<file path="src/rtl/bcd_to_bin.sv">
// bcd_to_bin: serial packed-BCD to binary converter, one digit per cycle, MSD first.
// Latency: out_valid rises NDIG cycles after the accepting edge; one bubble cycle between results.
// Backpressure: in_ready only in IDLE; the result is held in DONE until out_ready is seen.
// Build option: define BCD_TO_BIN_CHECK_EN to flag digits above 9 on err (bin_out unaffected).
module bcd_to_bin #(
    parameter int NDIG  = 4,
    parameter int BIN_W = 14
) (
    input  logic              clk,
    input  logic              rst,
    input  logic              in_valid,
    output logic              in_ready,
    input  logic [4*NDIG-1:0] bcd_in,
    output logic              out_valid,
    input  logic              out_ready,
    output logic [BIN_W-1:0]  bin_out,
    output logic              err
);

    // Counter must be able to hold NDIG itself after the last digit.
    localparam int CNT_W = $clog2(NDIG + 1);

    typedef enum logic [1:0] {
        IDLE = 2'd0,
        CONV = 2'd1,
        DONE = 2'd2
    } state_t;

    state_t            state;
    state_t            state_nxt;
    logic [4*NDIG-1:0] sreg;
    logic [BIN_W-1:0]  acc;
    logic [BIN_W-1:0]  acc_nxt;
    logic [CNT_W-1:0]  cnt;
    logic [3:0]        digit;
    logic              accept;
    logic              last_digit;

    assign accept     = (state == IDLE) && in_valid;
    assign digit      = sreg[4*NDIG-1 -: 4];
    assign last_digit = (cnt == CNT_W'(NDIG - 1));

    // acc*10 + d as shift-and-add; truncation to BIN_W gives the modulo wrap.
    // Digits 10..15 are accumulated with their raw value on purpose.
    assign acc_nxt = (acc << 3) + (acc << 1) + BIN_W'(digit);

    assign bin_out = acc;

    // State register; reset abandons any conversion in flight.
    always_ff @(posedge clk or posedge rst) begin
        if (rst) begin
            state <= IDLE;
        end else begin
            state <= state_nxt;
        end
    end

    // Next-state logic: in_valid is only looked at in IDLE, so a request
    // arriving in CONV/DONE stays with the producer until we return.
    always_comb begin
        state_nxt = state;
        case (state)
            IDLE: if (in_valid)   state_nxt = CONV;
            CONV: if (last_digit) state_nxt = DONE;
            DONE: if (out_ready)  state_nxt = IDLE;
            default:              state_nxt = IDLE;
        endcase
    end

    // Handshake outputs decoded purely from state.
    always_comb begin
        in_ready  = 1'b0;
        out_valid = 1'b0;
        case (state)
            IDLE:    in_ready  = 1'b1;
            DONE:    out_valid = 1'b1;
            default: ;
        endcase
    end

    // Datapath: capture on accept, then one digit per CONV cycle; frozen in DONE.
    always_ff @(posedge clk or posedge rst) begin
        if (rst) begin
            sreg <= '0;
            acc  <= '0;
            cnt  <= '0;
        end else if (accept) begin
            sreg <= bcd_in;
            acc  <= '0;
            cnt  <= '0;
        end else if (state == CONV) begin
            acc  <= acc_nxt;
            sreg <= sreg << 4;
            cnt  <= cnt + CNT_W'(1);
        end
    end

`ifdef BCD_TO_BIN_CHECK_EN
    logic err_q;

    // Sticky invalid-digit flag, cleared when the next request is captured.
    always_ff @(posedge clk or posedge rst) begin
        if (rst) begin
            err_q <= 1'b0;
        end else if (accept) begin
            err_q <= 1'b0;
        end else if ((state == CONV) && (digit > 4'd9)) begin
            err_q <= 1'b1;
        end
    end

    assign err = err_q;
`else
    assign err = 1'b0;
`endif

endmodule

</file>
<file path="config.mk">
export PLATFORM = sky130hd
export DESIGN_NAME = bcd_to_bin
export DESIGN_NICKNAME = d
export VERILOG_FILES = /design/src/rtl/bcd_to_bin.sv
export SDC_FILE = /design/constraint.sdc
export NUM_CORES = 1
export LEC_CHECK = 0
export ABC_AREA = 1
export CORE_MARGIN = 10
export CORE_UTILIZATION = 53
export CTS_CLUSTER_DIAMETER = 60
export DETAILED_ROUTE_END_ITERATION = 10
export PLACE_DENSITY = 0.79
export SLEW_MARGIN = 0
export SYNTH_ARGS = -nofsm -noshare
export SYNTH_HDL_FRONTEND = slang
export SYNTH_SLANG_ARGS = --single-unit
</file>
<file path="constraint.sdc">
create_clock -name clk -period 2.83 [get_ports clk]
set_clock_uncertainty 0.2 [all_clocks]
set_input_delay 0.566 -clock clk [delete_from_list [all_inputs] [get_ports clk]]
set_output_delay 0.566 -clock clk [all_outputs]
set_load 0.05 [all_outputs]
</file>
Word-level counts from Yosys, hierarchy flattened:

Cells that the tools add are included.

* muxes and demuxes: 12
* equality and inequality tests: 6
* reduce and logical (&&, ||, !) cells: 4
* $add $sub $neg: 3

Operator list (count)
* $mux W16: 2
* $mux W14: 2
* $add A14 B14 Y14: 1
* $add A14 B4 Y14: 1
* $mux W2: 3
* $mux W3: 2
* $ne A2 B2 Y1 const B: 3
* $pmux W2 S3: 1
* $add A3 B1 Y3 const B: 1
* $eq A3 B2 Y1 const B: 1
* $reduce_and A3 Y1: 1
* $eq A2 B1 Y1 const B: 1
* $eq A2 B2 Y1 const B: 1
* $logic_not A2 Y1: 1
* $mux W1: 2
* $reduce_bool A2 Y1: 1
* $logic_and A1 B1 Y1: 1

* logic and storage cells: 29
* input port bits: 20
* flip-flop bits (word level): 35
* output and inout port bits: 17

Depth between registers and ports, before layout:

* depth in word-level cells: 4
* mapped depth: 13
* depth with buffers taken out: 13

Worst setup path after synthesis:

No wires, ideal clock.

* path kind: register to register
* from: reg acc[0], in the netlist bin_out[0]
* to: reg acc[8], in the netlist bin_out[8]
* buffers on the path: 0
* arrival: 2272 ps
* library setup time: 127 ps
* cell stages (with the launch flop): 12
* setup slack: 231 ps
* clock period less this slack: 2599 ps
* data required time: 2503 ps
* cell sequence: dfrtp_1 > inv_1 > fa_1 > fa_1 > inv_1 > nand3_1 > nand3_1 > nand2_1 > nand2_1 > nand2_1 > nand2_1 > o21ai_0

* longest elaborated chain between the ends: 4

RTL lines
* from (decl): RTL line 32 `logic [BIN_W-1:0] acc;`
* from (signal assigned): RTL line 92 `acc <= acc_nxt;`
* $add A14 B14 Y14: RTL line 45 `assign acc_nxt = (acc << 3) + (acc << 1) + BIN_W'(digit);`
* $add A14 B4 Y14: RTL line 45
* $mux W14: RTL line 91 `end else if (state == CONV) begin`
* $mux W14: RTL line 87 `end else if (accept) begin`

Every way passes these cells. The select of a mux whose other input is x is not followed.
A chain may end at the register's enable or synchronous reset.

Worst setup path in the final report:

* from: reg state[0]
* to: out in_ready

* longest elaborated chain between the ends: 2

RTL lines
* from (decl): RTL line 29 `state_t state;`
* from (signal assigned): RTL line 54 `state <= state_nxt;`
* $logic_not A2 Y1: RTL line 74 `case (state)`
* $mux W1: RTL line 74
* to (decl): RTL line 12 `output logic in_ready,`

Every way passes these cells.

==> results.rst <==
.. list-table::
   :header-rows: 1

   * - Metric
     - Value
   * - Number of nets still failing antenna checks after routing
     - 0
   * - DRT Pass-1 Iters
     - 4
   * - DP Wirelength
     - around 3800 um
   * - Antenna cells
     - 0
   * - Cell at the slowest stage of the critical path
     - sky130_fd_sc_hd__clkdlybuf4s50_1
   * - Number of storage elements in the synthesis netlist
     - 35
   * - Total global-route track usage
     - about 15%
   * - Actual transition at the worst max-transition pin
     - approximately 0.67 ns
   * - Arrival time worst endpoint
     - between 1.5 and 2 ns
   * - Yosys top cell by area
     - sky130_fd_sc_hd__dfrtp_1
   * - Peak fanout along the critical path
     - 4
   * - Number of buffers between clock root and the deepest sink
     - 2
   * - Worst relative slew slack
     - between 50% and 60%
   * - First-pass GRT wire length
     - about 9000 um
   * - Fraction of synthesized cell area taken by the top area cell type
     - 38.9%
   * - DRC violation count after routing
     - 0
   * - Critical path startpoint category
     - flop
   * - Startpoint of the most critical hold path
     - sreg[6]
   * - Worst skew pair latency
     - approximately 0.29 ns
   * - Number of instances in the synthesized netlist
     - approximately 290
   * - Number of global-route vias before repair
     - ~2k
   * - Area growth syn-to-layout
     - 20.4%
   * - Family with the most delay on the worst path
     - buffers and inverters
   * - Post CTS Setup Buffer Count
     - 0
   * - Post-route fraction of the period consumed by the critical path
     - 88.7%
   * - TritonCTS clock tree
     - yes
   * - Max-slew violation total from the final report
     - 0
   * - Remaining global-route overflow
     - 0
   * - Most used cells in the layout excluding fill and tap cells
     - sky130_fd_sc_hd__nand2_1, sky130_fd_sc_hd__inv_1, sky130_fd_sc_hd__dfrtp_1, sky130_fd_sc_hd__clkdlybuf4s50_1, sky130_fd_sc_hd__ha_1
   * - Status
     - finished clean
   * - Final wirelength
     - between 5000 and 6000 um
   * - Buffer cell driving the clock tree root
     - sky130_fd_sc_hd__clkbuf_8
   * - Buffers plus inverters on the worst setup path
     - 1
   * - Count of yosys warnings during synthesis
     - 0
   * - Antenna violations before repair
     - 0
   * - Proportion of synthesized chip area in sequential cells
     - about two fifths
   * - Syn nets
     - between 300 and 400
   * - Effective utilization at floorplan
     - around 56%
   * - Placeable core region
     - 4060 sq um
   * - Final sum of negative setup slack
     - 0 ns
   * - Class of the most critical hold timing path
     - flop to flop
   * - Count of final hold-check violations
     - 0
   * - Final core occ
     - roughly 67%
   * - Site row count
     - 23
   * - Fillcell total
     - roughly 350
   * - Startpoint of the worst register-to-register path
     - bin_out[0]
   * - Number of vias per cell
     - between 5 and 6
   * - Cell Area, Synth
     - between 2000 and 2500 sq um
   * - Horizontal extent of the die
     - between 80 and 90 um
   * - Final RePlAce weighted congestion
     - 0.881
   * - Post-synthesis area per instance
     - ~8 sq um
   * - Net total in the final layout
     - between 300 and 400
   * - DR vias
     - approximately 2.0k
   * - Share of layout cells above drive strength 1
     - 4.63%
   * - Die Y-Extent
     - 85.2 um
   * - Most common library cell in the layout ignoring fill and taps
     - sky130_fd_sc_hd__nand2_1
   * - Count of different cell masters after synthesis
     - 28
   * - Timing startpoint of the critical path
     - state[0]
   * - Count of pins on the block boundary
     - 37
   * - Post_cts resized
     - 0
   * - Maximum frequency from static timing analysis
     - approximately 0.4 GHz
   * - Total of hold buffers inserted after clock tree synthesis
     - 0
   * - CTS clock-pin slew for the worst setup and hold paths
     - 0.07 ns
   * - Data required time at the worst endpoint
     - 2.06 ns
   * - Crit path largest cell delay
     - about 0.82 ns
   * - Critical path capture point type
     - output pin
   * - Maximum number of pins on one net before global-route repair
     - 36
   * - Critical path, cell by cell
     - nor2_4 -> clkdlybuf4s50_1
   * - Cells taking the most area after synthesis
     - sky130_fd_sc_hd__dfrtp_1, sky130_fd_sc_hd__nand2_1, sky130_fd_sc_hd__ha_1, sky130_fd_sc_hd__inv_1, sky130_fd_sc_hd__nand3_1
   * - Setup CP Type
     - flop to output pin
   * - Number of port buffers
     - 35
   * - Number of CTS-inserted buffers
     - 5
   * - Setup repair after global routing missed its margin
     - false
   * - Average detailed-routed wire length per instance
     - between 10 and 15 um
   * - CTS sink count
     - 35
   * - Max capacitance violation total
     - 0
   * - Die outline area
     - around 7300 sq um
   * - Setup violators final
     - 0
   * - Final min period
     - around 2.5 ns
   * - Initial drt markers
     - about 130
   * - # H-tree levels
     - 2
path summary, 6_finish.rpt:
path | to | slack [ns] | cells past startpoint
worst max-delay path | in_ready | 0.32 | 2
worst min-delay path | sreg[6] | 0.28 | 2
worst max register to register | bin_out[10] | 0.39 | 11
worst min register to register | sreg[6] | 0.28 | 2
max in group asynchronous | bin_out[5] | 1.64 | 3
min in group asynchronous | state[1] | 0.47 | 3
through the flow:
step	instance area [sq um]	cells	setup slack, ns	hold WS [ns]
2_1_floorplan	2250	288	0.231	0.249
3_3_place_gp	2620	366	0.516	0.265
3_5_place_dp	2620	366	0.426	0.273
4_1_cts	2710	374	0.303	0.291
5_1_grt	2710	374	0.207	0.315
6_report	2710	374	0.320	0.283
cell type report:
type                    count  area [sq um]  area share [%]
clock buffers               7          86.3            3.18
well taps                  50          62.6            2.31
multi-input cells         203          1160            42.9
inverters                  42           158            5.81
flip-flops and latches     35           876            32.3
repair buffers             36           358            13.2
clock inverters             1          8.76           0.323
cell families after synthesis:
kind of cell,count (synthesis),synth area share [%]
flops,35,38.9
buf+inv,50,9.50
simple gates,137,25.2
compound gates,39,11.1
fa+ha+maj,26,15.1
other cells,1,0.167
flip-flops by register name, summed over array words and instances (netlist names):
register	count
bin_out	14
cnt	3
sreg	16
state	2
worst register-to-register path: stages (launching register included):
cell and delay [ns]:
sky130_fd_sc_hd__dfrtp_1 0.38, sky130_fd_sc_hd__inv_1 0.09, sky130_fd_sc_hd__fa_1 0.53, sky130_fd_sc_hd__fa_1 0.44, sky130_fd_sc_hd__inv_1 0.12, sky130_fd_sc_hd__nand3_1 0.08, sky130_fd_sc_hd__nand3_1 0.15, sky130_fd_sc_hd__nand2_1 0.07
sky130_fd_sc_hd__nand2_1 0.08, sky130_fd_sc_hd__nand2_1 0.05, sky130_fd_sc_hd__nand2_1 0.06, sky130_fd_sc_hd__o21ai_1 0.07
metal layers:
metal,share of wire [%],track usage [%],vias to the layer above
li1,-,-,997
met3,6.6,5.26,9
met1,45,17.9,923
met4,1.8,5.09,0
met5,0,0,-
met2,46,23.5,44
cells in the mapped netlist (all sizes together):
master  instances
buf             8
a21oi           6
nand2         101
a32o            2
nand3          14
a22oi           4
o22ai           2
o221ai          2
conb            1
inv            42
dfrtp          35
ha             24
o31ai           1
o21ai          14
nand4           3
o211ai          6
fa              2
nor2           18
nand3b          1
a22o            2
Power is left out: the tool's default activity adds up to more than one toggle a clock period on the data nets, which glitch-free logic cannot reach.
